`src/rtl/pmodenc_cmd_sequencer.sv`:
```
// pmodenc_cmd_sequencer
// Arbitrates software register commands and the hardware clear button into
// single-cycle clearCount/loadConfig pulses for the PmodENC encoder core.
// After each command it waits for the core to settle, then captures a
// coherent count snapshot. It also keeps a saturating count of encoder events.
module pmodenc_cmd_sequencer #(
  parameter int         CNTR_WIDTH         = 16,
  parameter int         EVT_WIDTH          = 16,
  parameter int         SETTLE_CYCLES      = 2,
  parameter logic [3:0] DFLT_INCRDECRVALUE = 4'd1,
  parameter logic       DFLT_NONEG         = 1'b0
) (
  input  logic                  clk,
  input  logic                  reset,
  input  logic                  sw_req,
  input  logic [1:0]            sw_cmd,
  input  logic                  sw_noNeg,
  input  logic [3:0]            sw_incrDecr,
  output logic                  sw_busy,
  output logic                  sw_done,
  output logic                  sw_err,
  input  logic                  hw_clr_req,
  output logic                  enc_clearCount,
  output logic                  enc_loadConfig,
  output logic                  enc_noNeg,
  output logic [3:0]            enc_incrDecrValue,
  input  logic                  enc_encEvent,
  input  logic [CNTR_WIDTH-1:0] enc_count,
  output logic [CNTR_WIDTH-1:0] snap_count,
  output logic                  snap_valid,
  output logic [EVT_WIDTH-1:0]  evt_count
);

  localparam int SETTLE_W = (SETTLE_CYCLES > 1) ? $clog2(SETTLE_CYCLES) : 1;

  localparam logic [1:0] CMD_CLEAR    = 2'b00;
  localparam logic [1:0] CMD_LOAD_CFG = 2'b01;
  localparam logic [1:0] CMD_SNAPSHOT = 2'b10;

  typedef enum logic [2:0] {
    IDLE,
    ISSUE,
    SETTLE,
    CAPTURE,
    DONE
  } state_t;

  state_t                state_q, state_d;
  logic                  is_sw_q, is_sw_d;
  logic [SETTLE_W-1:0]   settle_cnt_q, settle_cnt_d;
  logic                  hw_prev_q, hw_prev_d;
  logic                  hw_pend_q, hw_pend_d;
  logic                  sw_busy_q, sw_busy_d;
  logic                  sw_done_q, sw_done_d;
  logic                  sw_err_q, sw_err_d;
  logic                  clr_q, clr_d;
  logic                  load_q, load_d;
  logic                  no_neg_q, no_neg_d;
  logic [3:0]            incr_q, incr_d;
  logic [CNTR_WIDTH-1:0] snap_count_q, snap_count_d;
  logic                  snap_valid_q, snap_valid_d;
  logic [EVT_WIDTH-1:0]  evt_count_q, evt_count_d;

  logic hw_rise;
  logic hw_want;
  logic hw_grant;

  // Next-state logic: button edge detect, arbitration, sequencing and event counting
  always_comb begin
    state_d      = state_q;
    is_sw_d      = is_sw_q;
    settle_cnt_d = settle_cnt_q;
    hw_prev_d    = hw_clr_req;
    no_neg_d     = no_neg_q;
    incr_d       = incr_q;
    snap_count_d = snap_count_q;
    snap_valid_d = snap_valid_q;
    sw_done_d    = 1'b0;
    sw_err_d     = 1'b0;
    clr_d        = 1'b0;
    load_d       = 1'b0;
    hw_grant     = 1'b0;

    // A rising edge seen this very cycle competes in arbitration immediately,
    // so a button press coincident with a SW request still wins.
    hw_rise = hw_clr_req & ~hw_prev_q;
    hw_want = hw_pend_q | hw_rise;

    case (state_q)
      IDLE: begin
        if (hw_want) begin
          hw_grant = 1'b1;
          is_sw_d  = 1'b0;
          clr_d    = 1'b1;
          state_d  = ISSUE;
        end else if (sw_req) begin
          is_sw_d = 1'b1;
          case (sw_cmd)
            CMD_CLEAR: begin
              clr_d   = 1'b1;
              state_d = ISSUE;
            end
            CMD_LOAD_CFG: begin
              no_neg_d = sw_noNeg;
              incr_d   = sw_incrDecr;
              load_d   = 1'b1;
              state_d  = ISSUE;
            end
            CMD_SNAPSHOT: begin
              state_d = ISSUE;
            end
            default: begin
              sw_done_d = 1'b1;
              sw_err_d  = 1'b1;
              state_d   = DONE;
            end
          endcase
        end
      end
      ISSUE: begin
        settle_cnt_d = SETTLE_W'(SETTLE_CYCLES - 1);
        state_d      = SETTLE;
      end
      SETTLE: begin
        if (settle_cnt_q == '0) begin
          state_d = CAPTURE;
        end else begin
          settle_cnt_d = settle_cnt_q - SETTLE_W'(1);
        end
      end
      CAPTURE: begin
        // An event in flight means enc_count is about to change; wait it out.
        if (!enc_encEvent) begin
          snap_count_d = enc_count;
          snap_valid_d = 1'b1;
          sw_done_d    = is_sw_q;
          state_d      = DONE;
        end
      end
      DONE: begin
        state_d = IDLE;
      end
      default: begin
        state_d = IDLE;
      end
    endcase

    hw_pend_d = hw_want & ~hw_grant;
    sw_busy_d = (state_d != IDLE) | hw_pend_d;

    // The clear pulse to the core also zeroes the event tally and beats any event in that cycle.
    if (clr_q) begin
      evt_count_d = '0;
    end else if (enc_encEvent && (evt_count_q != '1)) begin
      evt_count_d = evt_count_q + EVT_WIDTH'(1);
    end else begin
      evt_count_d = evt_count_q;
    end
  end

  // State and output registers; reset aborts any sequence without a done pulse
  always_ff @(posedge clk or negedge reset) begin
    if (!reset) begin
      state_q      <= IDLE;
      is_sw_q      <= 1'b0;
      settle_cnt_q <= '0;
      hw_prev_q    <= 1'b1;
      hw_pend_q    <= 1'b0;
      sw_busy_q    <= 1'b0;
      sw_done_q    <= 1'b0;
      sw_err_q     <= 1'b0;
      clr_q        <= 1'b0;
      load_q       <= 1'b0;
      no_neg_q     <= DFLT_NONEG;
      incr_q       <= DFLT_INCRDECRVALUE;
      snap_count_q <= '0;
      snap_valid_q <= 1'b0;
      evt_count_q  <= '0;
    end else begin
      state_q      <= state_d;
      is_sw_q      <= is_sw_d;
      settle_cnt_q <= settle_cnt_d;
      hw_prev_q    <= hw_prev_d;
      hw_pend_q    <= hw_pend_d;
      sw_busy_q    <= sw_busy_d;
      sw_done_q    <= sw_done_d;
      sw_err_q     <= sw_err_d;
      clr_q        <= clr_d;
      load_q       <= load_d;
      no_neg_q     <= no_neg_d;
      incr_q       <= incr_d;
      snap_count_q <= snap_count_d;
      snap_valid_q <= snap_valid_d;
      evt_count_q  <= evt_count_d;
    end
  end

  assign sw_busy           = sw_busy_q;
  assign sw_done           = sw_done_q;
  assign sw_err            = sw_err_q;
  assign enc_clearCount    = clr_q;
  assign enc_loadConfig    = load_q;
  assign enc_noNeg         = no_neg_q;
  assign enc_incrDecrValue = incr_q;
  assign snap_count        = snap_count_q;
  assign snap_valid        = snap_valid_q;
  assign evt_count         = evt_count_q;

endmodule

```
`config.mk`:
```
export PLATFORM = sky130hd
export DESIGN_NAME = pmodenc_cmd_sequencer
export DESIGN_NICKNAME = d
export VERILOG_FILES = /design/src/rtl/pmodenc_cmd_sequencer.sv
export SDC_FILE = /design/constraint.sdc
export NUM_CORES = 1
export LEC_CHECK = 0
export ABC_AREA = 1
export CORE_AREA = 2 2 73 75
export CTS_BUF_LIST = sky130_fd_sc_hd__clkbuf_4 sky130_fd_sc_hd__clkbuf_8
export DETAILED_ROUTE_END_ITERATION = 8
export DIE_AREA = 0 0 75 77
export GPL_TIMING_DRIVEN = 0
export PLACE_DENSITY = 0.85
export SKIP_CTS_REPAIR_TIMING = 1
export SLEW_MARGIN = 20
export SYNTH_ARGS = -nofsm -noshare
export SYNTH_HDL_FRONTEND = slang
export SYNTH_SLANG_ARGS = --single-unit
export TNS_END_PERCENT = 1
```
`constraint.sdc`:
```
create_clock -name clk -period 1.7 [get_ports clk]
set_input_delay 0.34 -clock clk [delete_from_list [all_inputs] [get_ports clk]]
set_output_delay 0.34 -clock clk [all_outputs]
set_load 0.02 [all_outputs]
```
Word-level counts from Yosys, hierarchy flattened
Cells that the tools add are included.
{"block": "totals", "ff_bits": 50, "inputBits": 28}
{"block": "classes", "n_addsub": 2, "eq_ne": 6, "muxes": 28, "bitwise_logic": 8, "reduce_logical": 11}
{"op": "16-bit 2-to-1 mux", "n": 2}
{"op": "1-bit 2-to-1 mux", "n": 18}
{"op": "16-bit by 1-bit adder with 16-bit output (second input constant)", "n": 1}
{"op": "16-bit inequality test (second input constant)", "n": 1}
{"op": "3-bit 2-to-1 mux", "n": 5}
{"op": "3-bit case mux with 4 select lines", "n": 1}
{"op": "3-bit by 2-bit == test with 1-bit output (second input constant)", "n": 2}
{"op": "2-bit nonzero test", "n": 3}
{"op": "1-bit inverter", "n": 4}
{"op": "1-bit case mux with 2 select lines", "n": 2}
{"op": "2-bit AND reduction", "n": 2}
{"op": "4-bit AND reduction", "n": 1}
{"op": "3-bit by 1-bit == test with 1-bit output (second input constant)", "n": 1}
{"op": "3-bit zero test", "n": 1}
{"op": "3-bit nonzero test", "n": 1}
{"op": "3-bit OR reduction", "n": 1}
{"op": "1-bit AND", "n": 2}
{"op": "2-bit by 1-bit == test with 1-bit output (second input constant)", "n": 1}
{"op": "2-bit == test (second input constant)", "n": 1}
{"op": "2-bit zero test", "n": 1}
{"op": "1-bit bitwise OR", "n": 2}
{"op": "1-bit logical AND", "n": 1}
{"op": "1-bit subtractor (second input constant)", "n": 1}

Depth between registers and ports, before layout
{"block": "logic_depth", "ltp_word": 8, "depth_mapped": 10, "depth_no_buf": 9}

Worst setup path before layout
OpenSTA, ideal clock, no wires.
{"block": "synth_path", "path_kind": "register -> register", "from": "reg evt_count_q[1] (netlist: evt_count[1])", "to": "reg evt_count_q[12] (netlist: evt_count[12])", "t_arrival_ns": 1.574, "required_ns": 1.634, "setup_slack_ns": 0.061, "path_stages_with_launch": 11, "path_buffers": 1, "cell_sequence": "dfrtp_1 ha_1 nand3_1 inv_2 nand2_2 nor2_4 nor2_4 nor2_4 buf_6 nand2_1 nand2_1"}
{"block": "synth_between", "elab_chain_cells": 3, "word_cells_on_any_way": 6}
{"element": "start, declared", "line_no": "62", "source": "logic [EVT_WIDTH-1:0] evt_count_q, evt_count_d;"}
{"element": "start signal, assigned", "line_no": "194", "source": "evt_count_q <= evt_count_d;"}
{"element": "16-bit by 1-bit adder with 16-bit output / 16-bit inequality test (equally long branches)", "line_no": "155, 154"}
{"element": "16-bit 2-to-1 mux / 1-bit logical AND (equally long branches)", "line_no": "154", "source": "end else if (enc_encEvent && (evt_count_q != '1)) begin"}
{"element": "16-bit 2-to-1 mux / 2-bit nonzero test (equally long branches)"}
Several ways; a longest one is shown, not always the timed one. The select of a mux whose other input is x is not followed.
A chain may end at the register's enable or synchronous reset.

Worst setup path after layout
{"block": "layout_path", "from": "reg evt_count_q[0] (netlist: evt_count[0])", "to": "out evt_count[0]"}
{"element": "end, declared", "line_no": "31", "source": "output logic [EVT_WIDTH-1:0] evt_count"}
No word-level cell between the ends.

==> results.cfg <==
[setup_path]
critical-path-top-delay-family = buffers and inverters
path_cells = clkdlybuf4s50_1
critPathMaxStageDelay_ps = 630
crit_path_start_kind = flop
arrival_ps = 1350
r2r_setup_slack_ps = 90
critPathRequiredTime_ps = 1360
worstSetupPathType = reg2out
reg2reg_depth = 10
critPathMaxFanout = 5
worst-path-buf-inv = 1
worst_setup_path_end_kind = output pin
cp-startpoint = evt_count[0]
worstReg2RegStart = evt_count[0]
crit_slowest_cell = clkdlybuf4s50_1
r2r-end = evt_count[10]

[sta]
worst_slew_pin_slew_ps = 665
rsz0062_at_grt = yes
final-hold-violation-count = 0
final.period_utilization_pct = 99.5
finClkSkew_ps = 8.54
slew_viol_final = 0
fmax_mhz = 591
slew_headroom_pct = 55.7
setup_viol = 0
period_minus_slack_ps = 1690
tns_ps = 0

[grt]
grt_use_met3_pct = 7.23
grt_busiest_layer = met2
gr-usage-met2_pct = 33.7
grt_pass1_wl_um = 9360
antenna_found_initial = 0
grt_pass1_vias = 2062
gr-usage-met1_pct = 25.9
grt_max_degree = 29
grt_use_total_pct = 20.5
overflow = 0

[clocking]
ctsRootBufferMaster = clkbuf_8
path_clk_slew_ps = 90
htreeDepth = 2
cts_made_buffers = 5
clock_sinks = 50
cts_buffer_depth = 2
cts_tree = done
worstSkewPairLatency_ps = 300

[placement]
gp_congestion = 0.828
dp.cells = 403
hpwl_um = 3910
io_buffers = 70

[outcome]
status = finished clean

[routing]
via_per_inst = 4.94
via_count = 2040
wl_per_cell_um = 13.2
first_pass_iters = 4
drt-initial-drc-count = 140
detail-route-antenna-nets = 0
drc_errors = 0
wl_um = 5460

[power_and_ir_drop]
peakVddDrop_mv = 1.02
p_int_mw = 2.80
p_clk_share_pct = 15.4
seqPwrFrac_pct = 40.7
p_switching_mw = 1.68
share_comb_of_total_power_pct = 44.0
power.density_nw_per_um2 = 1340
switching_share_pct = 37.5
cellLeakagePower_nw = 1.83

[synth]
syn_area_per_cell_um2 = 8.96
ys_top_cells_by_area = dfrtp_1 51%, nand2_1 13%, mux2_2 7.7%
netlist_area_um2 = 2350
synth_top_area_cell = dfrtp_1
synth-seq-area-share_pct = 53.4
synth-seq-cells = 50
syn_nets = 291
yosysWarnings = 0
synth_cells = 262
synth_cell_type_count = 25
synth_top_area_share_pct = 51.2

[floorplan]
die_w_um = 75
num_rows = 26
die-area_um2 = 5780
boundaryPins = 71
coreArea_um2 = 4980
die-height_um = 77
start_util_pct = 47.2

[cells_and_area]
n_fill_cell = 390
syn2layout_area_growth_pct = 42.3
fin_cells = 413
insertedDiodeCount = 0
final_nets = 371
drive_gt1_share_pct = 15.2

[flow_run]
max_cap_viol_count = 0

[worst_hold_path]
hp-class = in2async
-- placed cells by master (no fill, tap or decap), drive strengths merged, types with 2 or more instances in the layout --
cell            n
clkdlybuf4s50  51
o21bai          2
dfrtp          48
or2             3
mux2           16
inv            26
clkbuf          6
dfstp           2
xor2            3
nand3          18
o22ai           2
nand2          85
dlymetal6s2s   18
buf             7
clkinv          2
nor2           26
nor3            2
o21ai           7
nand4          15
-- through the flow --
step           utilization, %  hold WS [ps]  power (mW)  worst slack (ps)  area [um^2]
2_1_floorplan               -          44.4        2.86              60.7         2350
3_3_place_gp             63.0           457        3.70             -1120         3140
3_5_place_dp             63.4           413        3.76              -262         3160
4_1_cts                  65.3          76.6        4.47              -129         3250
5_1_grt                  67.1           106        4.76             -62.3         3340
6_report                 67.1          61.1        4.48              9.00         3340
-- synthesized netlist by cell type --
cell type	count
a21oi_1	1
buf_2	2
buf_6	1
clkbuf_1	1
dfrtp_1	48
dfstp_2	2
ha_1	1
inv_1	25
inv_2	1
mux2_2	16
nand2_1	82
nand2_2	3
nand3_1	18
nand3b_1	1
nand4_1	15
nor2_1	20
nor2_2	2
nor2_4	4
nor3_1	1
nor3_2	1
o21ai_0	7
o21bai_1	2
o22ai_1	2
or2_2	3
xor2_1	3
-- power groups by stage --
stage	sequential (mW)	clock, mW	combinational (mW)
floorplan	2.17	0	0.690
global placement	1.81	0	1.89
detailed placement	1.82	0	1.94
CTS	1.81	0.705	1.96
global route	1.87	0.767	2.12
finish	1.82	0.688	1.97
-- logic make-up after synthesis --
| kind of cell | after synthesis | share of synthesized area [%] |
|---|---|---|
| adder cells (fa/ha/maj) | 1 | 0.533 |
| multiplexers | 16 | 7.68 |
| flip-flops | 50 | 53.4 |
| AO/OA/AOI/OAI | 12 | 2.88 |
| XOR/XNOR | 3 | 1.12 |
| buffers and inverters | 30 | 5.22 |
| AND/OR/NAND/NOR | 150 | 29.2 |
-- sequential cells by signal (all words and copies together) (netlist names) --
| name | flops |
|---|---|
| enc_loadConfig | 1 |
| state_q | 3 |
| enc_clearCount | 1 |
| snap_count | 16 |
| settle_cnt_q | 1 |
| evt_count | 16 |
| enc_incrDecrValue | 4 |
| sw_done | 1 |
| hw_pend_q | 1 |
| sw_err | 1 |
| hw_prev_q | 1 |
| snap_valid | 1 |
| enc_noNeg | 1 |
| sw_busy | 1 |
| is_sw_q | 1 |
-- worst max path at each step --
stage / to / cells past startpoint / slack (ps)
after floorplan: evt_count[12] / 10 / 60
after global placement: evt_count[2] / 1 / -1120
after detailed placement: snap_count[12] / 5 / -260
after CTS: evt_count[12] / 9 / -130
after global routing: evt_count[0] / 1 / -60
final: evt_count[0] / 1 / 9
-- per-layer routing --
layer | vias to the layer above | wire length [um]
met4 | 0 | 39
met2 | 65 | 2780
met1 | 958 | 2260
met5 | - | 0
met3 | 8 | 383
li1 | 1009 | -
-- layout make-up --
type / count / area (um^2) / share of cell area [%]
tap: 70 / 87.6 / 2.62
clock buffer: 5 / 68.8 / 2.06
buffer: 4 / 31.3 / 0.937
multi-input combinational: 182 / 992 / 29.7
inverter: 26 / 100 / 3.00
clock inverter: 3 / 21.3 / 0.637
timing repair buffer: 73 / 783 / 23.5
sequential: 50 / 1250 / 37.6
Note: power is estimated with default switching activity, not from simulation.
